`config.mk`:
```
export PLATFORM = sky130hd
export DESIGN_NAME = sr16b_iter
export DESIGN_NICKNAME = d
export VERILOG_FILES = /design/src/rtl/sr16_pkg.sv /design/src/rtl/sr16_step.sv /design/src/rtl/sr16b_iter.sv
export SDC_FILE = /design/constraint.sdc
export NUM_CORES = 1
export LEC_CHECK = 0
export ABC_AREA = 1
export BUFFER_PORTS_ARGS = -buffer_cell sky130_fd_sc_hd__buf_4
export CAP_MARGIN = 5
export CORE_MARGIN = 2
export CORE_UTILIZATION = 50
export CTS_BUF_LIST = sky130_fd_sc_hd__clkbuf_4 sky130_fd_sc_hd__clkbuf_8
export DETAILED_ROUTE_END_ITERATION = 10
export PLACE_DENSITY_LB_ADDON = 0.1
export SETUP_SLACK_MARGIN = 0.1
export SLEW_MARGIN = 20
export SYNTH_ARGS = -nofsm -noshare
export SYNTH_HDL_FRONTEND = slang
export SYNTH_HIERARCHICAL = 1
export SYNTH_SLANG_ARGS = --single-unit
```
`constraint.sdc`:
```
create_clock -name clk -period 1.75 [get_ports clk]
set_clock_uncertainty 0.2 [all_clocks]
set_input_delay 0.0875 -clock clk [delete_from_list [all_inputs] [get_ports clk]]
set_output_delay 0.0875 -clock clk [all_outputs]
set_load 0.1 [all_outputs]
```
`src/rtl/sr16_pkg.sv`:
```
// Shared definitions for the iterative 16-bit right shifter: widths, FSM state
// encoding and the per-step shift distances.
package sr16_pkg;

    localparam int SR_WIDTH = 16;
    localparam int SR_AMT_W = 4;

    typedef enum logic [1:0] {
        SR_IDLE  = 2'd0,
        SR_SHIFT = 2'd1,
        SR_DONE  = 2'd2
    } sr_state_t;

    localparam logic [SR_AMT_W-1:0] SR_STEP_ONE  = 4'd1;
    localparam logic [SR_AMT_W-1:0] SR_STEP_FOUR = 4'd4;

    // Bit shifted in at the top: sign bit for arithmetic shifts, zero otherwise.
    function automatic logic sr_fill_bit(input logic arith, input logic [SR_WIDTH-1:0] data);
        return arith & data[SR_WIDTH-1];
    endfunction

endpackage

```
`src/rtl/sr16_step.sv`:
```
// Combinational single-step right shifter. With SR16_FASTPATH_EN defined it can
// also move four bits in one step when step4 is high.
import sr16_pkg::*;

module sr16_step (
    input  logic [SR_WIDTH-1:0] data,
    input  logic                fill,
    input  logic                step4,
    output logic [SR_WIDTH-1:0] result
);

`ifdef SR16_FASTPATH_EN
    always_comb begin
        result = {fill, data[SR_WIDTH-1:1]};
        if (step4) begin
            result = {{4{fill}}, data[SR_WIDTH-1:4]};
        end
    end
`else
    logic unused_step4;
    assign unused_step4 = step4;

    always_comb begin
        result = {fill, data[SR_WIDTH-1:1]};
    end
`endif

endmodule

```
`src/rtl/sr16b_iter.sv`:
```
// Iterative 16-bit logical/arithmetic right shifter, one bit (or four bits with
// SR16_FASTPATH_EN defined) per clock, under a start/busy/done handshake.
import sr16_pkg::*;

module sr16b_iter #(
    parameter int WIDTH = SR_WIDTH,
    parameter int AMT_W = SR_AMT_W
) (
    input  logic             clk,
    input  logic             reset,
    input  logic             start,
    input  logic             arith,
    input  logic [WIDTH-1:0] a,
    input  logic [WIDTH-1:0] b,
    output logic [WIDTH-1:0] r,
    output logic             busy,
    output logic             done
);

    // Handshake: start is accepted only on an edge where busy=0 (state IDLE);
    // busy then stays high until done drops, done pulses one cycle with r valid,
    // and r holds until the next accepted start. start is never queued.

    sr_state_t        state;
    logic [AMT_W-1:0] count;
    logic             fill;
    logic             step4;
    logic [AMT_W-1:0] count_dec;
    logic [AMT_W-1:0] count_next;
    logic [WIDTH-1:0] step_out;

    logic [WIDTH-AMT_W-1:0] unused_b_hi;
    assign unused_b_hi = b[WIDTH-1:AMT_W];

`ifdef SR16_FASTPATH_EN
    assign step4 = (count >= SR_STEP_FOUR);
`else
    assign step4 = 1'b0;
`endif

    assign count_dec  = step4 ? SR_STEP_FOUR : SR_STEP_ONE;
    assign count_next = count - count_dec;

    sr16_step u_step (
        .data   (r),
        .fill   (fill),
        .step4  (step4),
        .result (step_out)
    );

    always_ff @(posedge clk) begin
        if (reset) begin
            state <= SR_IDLE;
            r     <= '0;
            count <= '0;
            fill  <= 1'b0;
        end else begin
            case (state)
                SR_IDLE: begin
                    if (start) begin
                        r     <= a;
                        count <= b[AMT_W-1:0];
                        fill  <= sr_fill_bit(arith, a);
                        state <= (b[AMT_W-1:0] != '0) ? SR_SHIFT : SR_DONE;
                    end
                end
                SR_SHIFT: begin
                    r     <= step_out;
                    count <= count_next;
                    // Leave as soon as the last pending bit has been shifted out.
                    if (count_next == '0) begin
                        state <= SR_DONE;
                    end
                end
                SR_DONE: begin
                    state <= SR_IDLE;
                end
                default: begin
                    state <= SR_IDLE;
                end
            endcase
        end
    end

    assign busy = (state != SR_IDLE);
    assign done = (state == SR_DONE);

endmodule
```
==> flow_metrics.env <==
export IMPL_numCtsBuffers=3
export IMPL_path_max_fanout=4
export IMPL_cp_start_kind="flip-flop"
export IMPL_endpoint_kind="output pin"
export IMPL_postLayoutCellArea_um2=1777
export IMPL_clockRootBuffer="clkbuf_4"
export IMPL_wl_per_cell_um=10.97
export IMPL_period_share_pct=87.09
export IMPL_pwr_share_seq_pct=29.6
export IMPL_synth_area_um2=1348
export IMPL_h_tree_depth=1
export IMPL_cts_setup_buffers=0
export IMPL_avgSynthCellArea_um2=6.638
export IMPL_worst_pin_slew_ns=0.4396
export IMPL_finalSetupViolations=0
export IMPL_cp_required_ns=1.46
export IMPL_routed_wl_um=3072
export IMPL_diodes=0
export IMPL_worstHoldPathType="primary input to flip-flop"
export IMPL_tritoncts="done"
export IMPL_start_util_pct=53.42
export IMPL_ir_worst_vdd_mv=1.182
export IMPL_ys_warn_count=6
export IMPL_grt_max_degree=23
export IMPL_r2r_start="state[0]"
export IMPL_final_cells=280
export IMPL_dr_first_iter_drc_count=36
export IMPL_path_clk_slew_ns=0.12
export IMPL_finalPower_uw=2534
export IMPL_dieWidth_um=55.92
export IMPL_gr_total_overflow=0
export IMPL_grt_pass1_wl_um=5202
export IMPL_dp_cells=253
export IMPL_most_common_layout_cells="nand2_1, buf_4, nor2_1"
export IMPL_area_growth_syn_to_layout_pct=31.85
export IMPL_rsz0062_at_grt="false"
export IMPL_dpl_cell_area_um2=1519
export IMPL_cts_sinks=23
export IMPL_synthCells=203
export IMPL_num_nets_final=289
export IMPL_max_freq_mhz=656.1
export IMPL_antenna_found_initial=0
export IMPL_clkPwrFrac_pct=9.6
export IMPL_crit_type="flip-flop to output pin"
export IMPL_swShare_pct=55.85
export IMPL_finalHoldViolCount=0
export IMPL_std_cell_rows=18
export IMPL_ios=54
export IMPL_relSlewSlack_pct=70.66
export IMPL_endpoint="busy"
export IMPL_critPathArrivalTime_ns=1.24
export IMPL_drive_gt1_share_pct=25.20
export IMPL_track_usage_pct=20.45
export IMPL_rr_worst_depth=6
export IMPL_p_leak_uw=0.0009191
export IMPL_p_int_uw=1119
export IMPL_antenna_left=0
export IMPL_dpl_hpwl_um=1934
export IMPL_finalSetupTns_ns=0
export IMPL_status="complete, no violations"
export IMPL_reg2reg_to="state[0]"
export IMPL_die_height_um=55.92
export IMPL_grt_pass1_vias=1177
export IMPL_syn_nets=241
export IMPL_die_area_um2=3126
export IMPL_clock_path_buffers=2
export IMPL_final_max_slew_viol_count=0
export IMPL_regToRegSetupSlack_ns=0.27
export IMPL_clkLatencyLatePin_ns=0.30
export IMPL_portBuffers=41
export IMPL_via_count=1347
export IMPL_whs_ns=0.2718
export IMPL_combPwrFrac_pct=60.8
export IMPL_p_per_area_nw_per_um2=1426
export IMPL_place_congestion=0.7839
export IMPL_cp_startpoint="state[0]"
export IMPL_maxCapViolCount=0
export IMPL_p_sw_uw=1415
export IMPL_viasPerCell=4.811
export IMPL_finalCriticalPeriod_ns=1.524
export IMPL_final_common_cell="nand2_1"
export IMPL_core_um2=2522
export IMPL_firstDrtPassIters=6
export IMPL_drc=0
==> layout make-up <==
type,count,area [um2]
fill,217,745.7
multi-input combinational,143,636.9
timing repair buffer,67,560.5
sequential,23,460.4
inverter,13,53.80
tap,30,37.54
clock buffer,3,22.52
clock inverter,1,5.005
==> critical path, stage by stage (launching register included) <==
cell	delay [ns]
dfxtp_1	0.47
inv_1	0.11
nand2_1	0.07
buf_4	0.28
==> stage by stage <==
stage | utilization (%) | setup WS, ns
finish | 70.44 | 0.2259
CTS | 70.44 | 0.2231
global placement | 60.22 | 0.3131
floorplan | - | 0.1103
detailed placement | 60.22 | 0.2886
global route | 70.44 | 0.1456
==> sequential cells by signal, indices dropped and copies added, names as in the netlist <==
signal,cells
count,4
state,2
fill,1
r,16
==> how the worst min path moves through the flow <==
stage               startpoint   end  slack [ns]  cells past startpoint
finish                   reset  fill        0.27                      3
global route             reset  fill        0.26                      3
CTS                      reset  fill        0.27                      3
detailed placement       reset  fill        0.06                      2
global placement         reset  fill        0.05                      2
floorplan                reset  fill       -0.04                      1
==> timing repair <==
item,CTS,global route
hold endpoints to repair,23,0
hold buffers,23,0
resized for setup,0,0
endpoints found under the setup margin,0,0
==> routing by layer <==
layer	GRT usage (%)	up-vias	share of wire, %
met5	0	-	0
met4	4.762	0	0.49
met3	2.326	2	5.2
met2	36.22	41	49
met1	26.58	598	45
li1	-	706	-
==> power by group through the flow <==
stage | Sequential [uW] | Clock [uW] | Combinational (uW)
after floorplan | 1340 | 0 | 776
final | 751 | 243 | 1540
after detailed placement | 755 | 0 | 1500
after CTS | 746 | 253 | 1540
after global routing | 767 | 274 | 1650
after global placement | 752 | 0 | 1480
(Power assumes the default switching activity.)
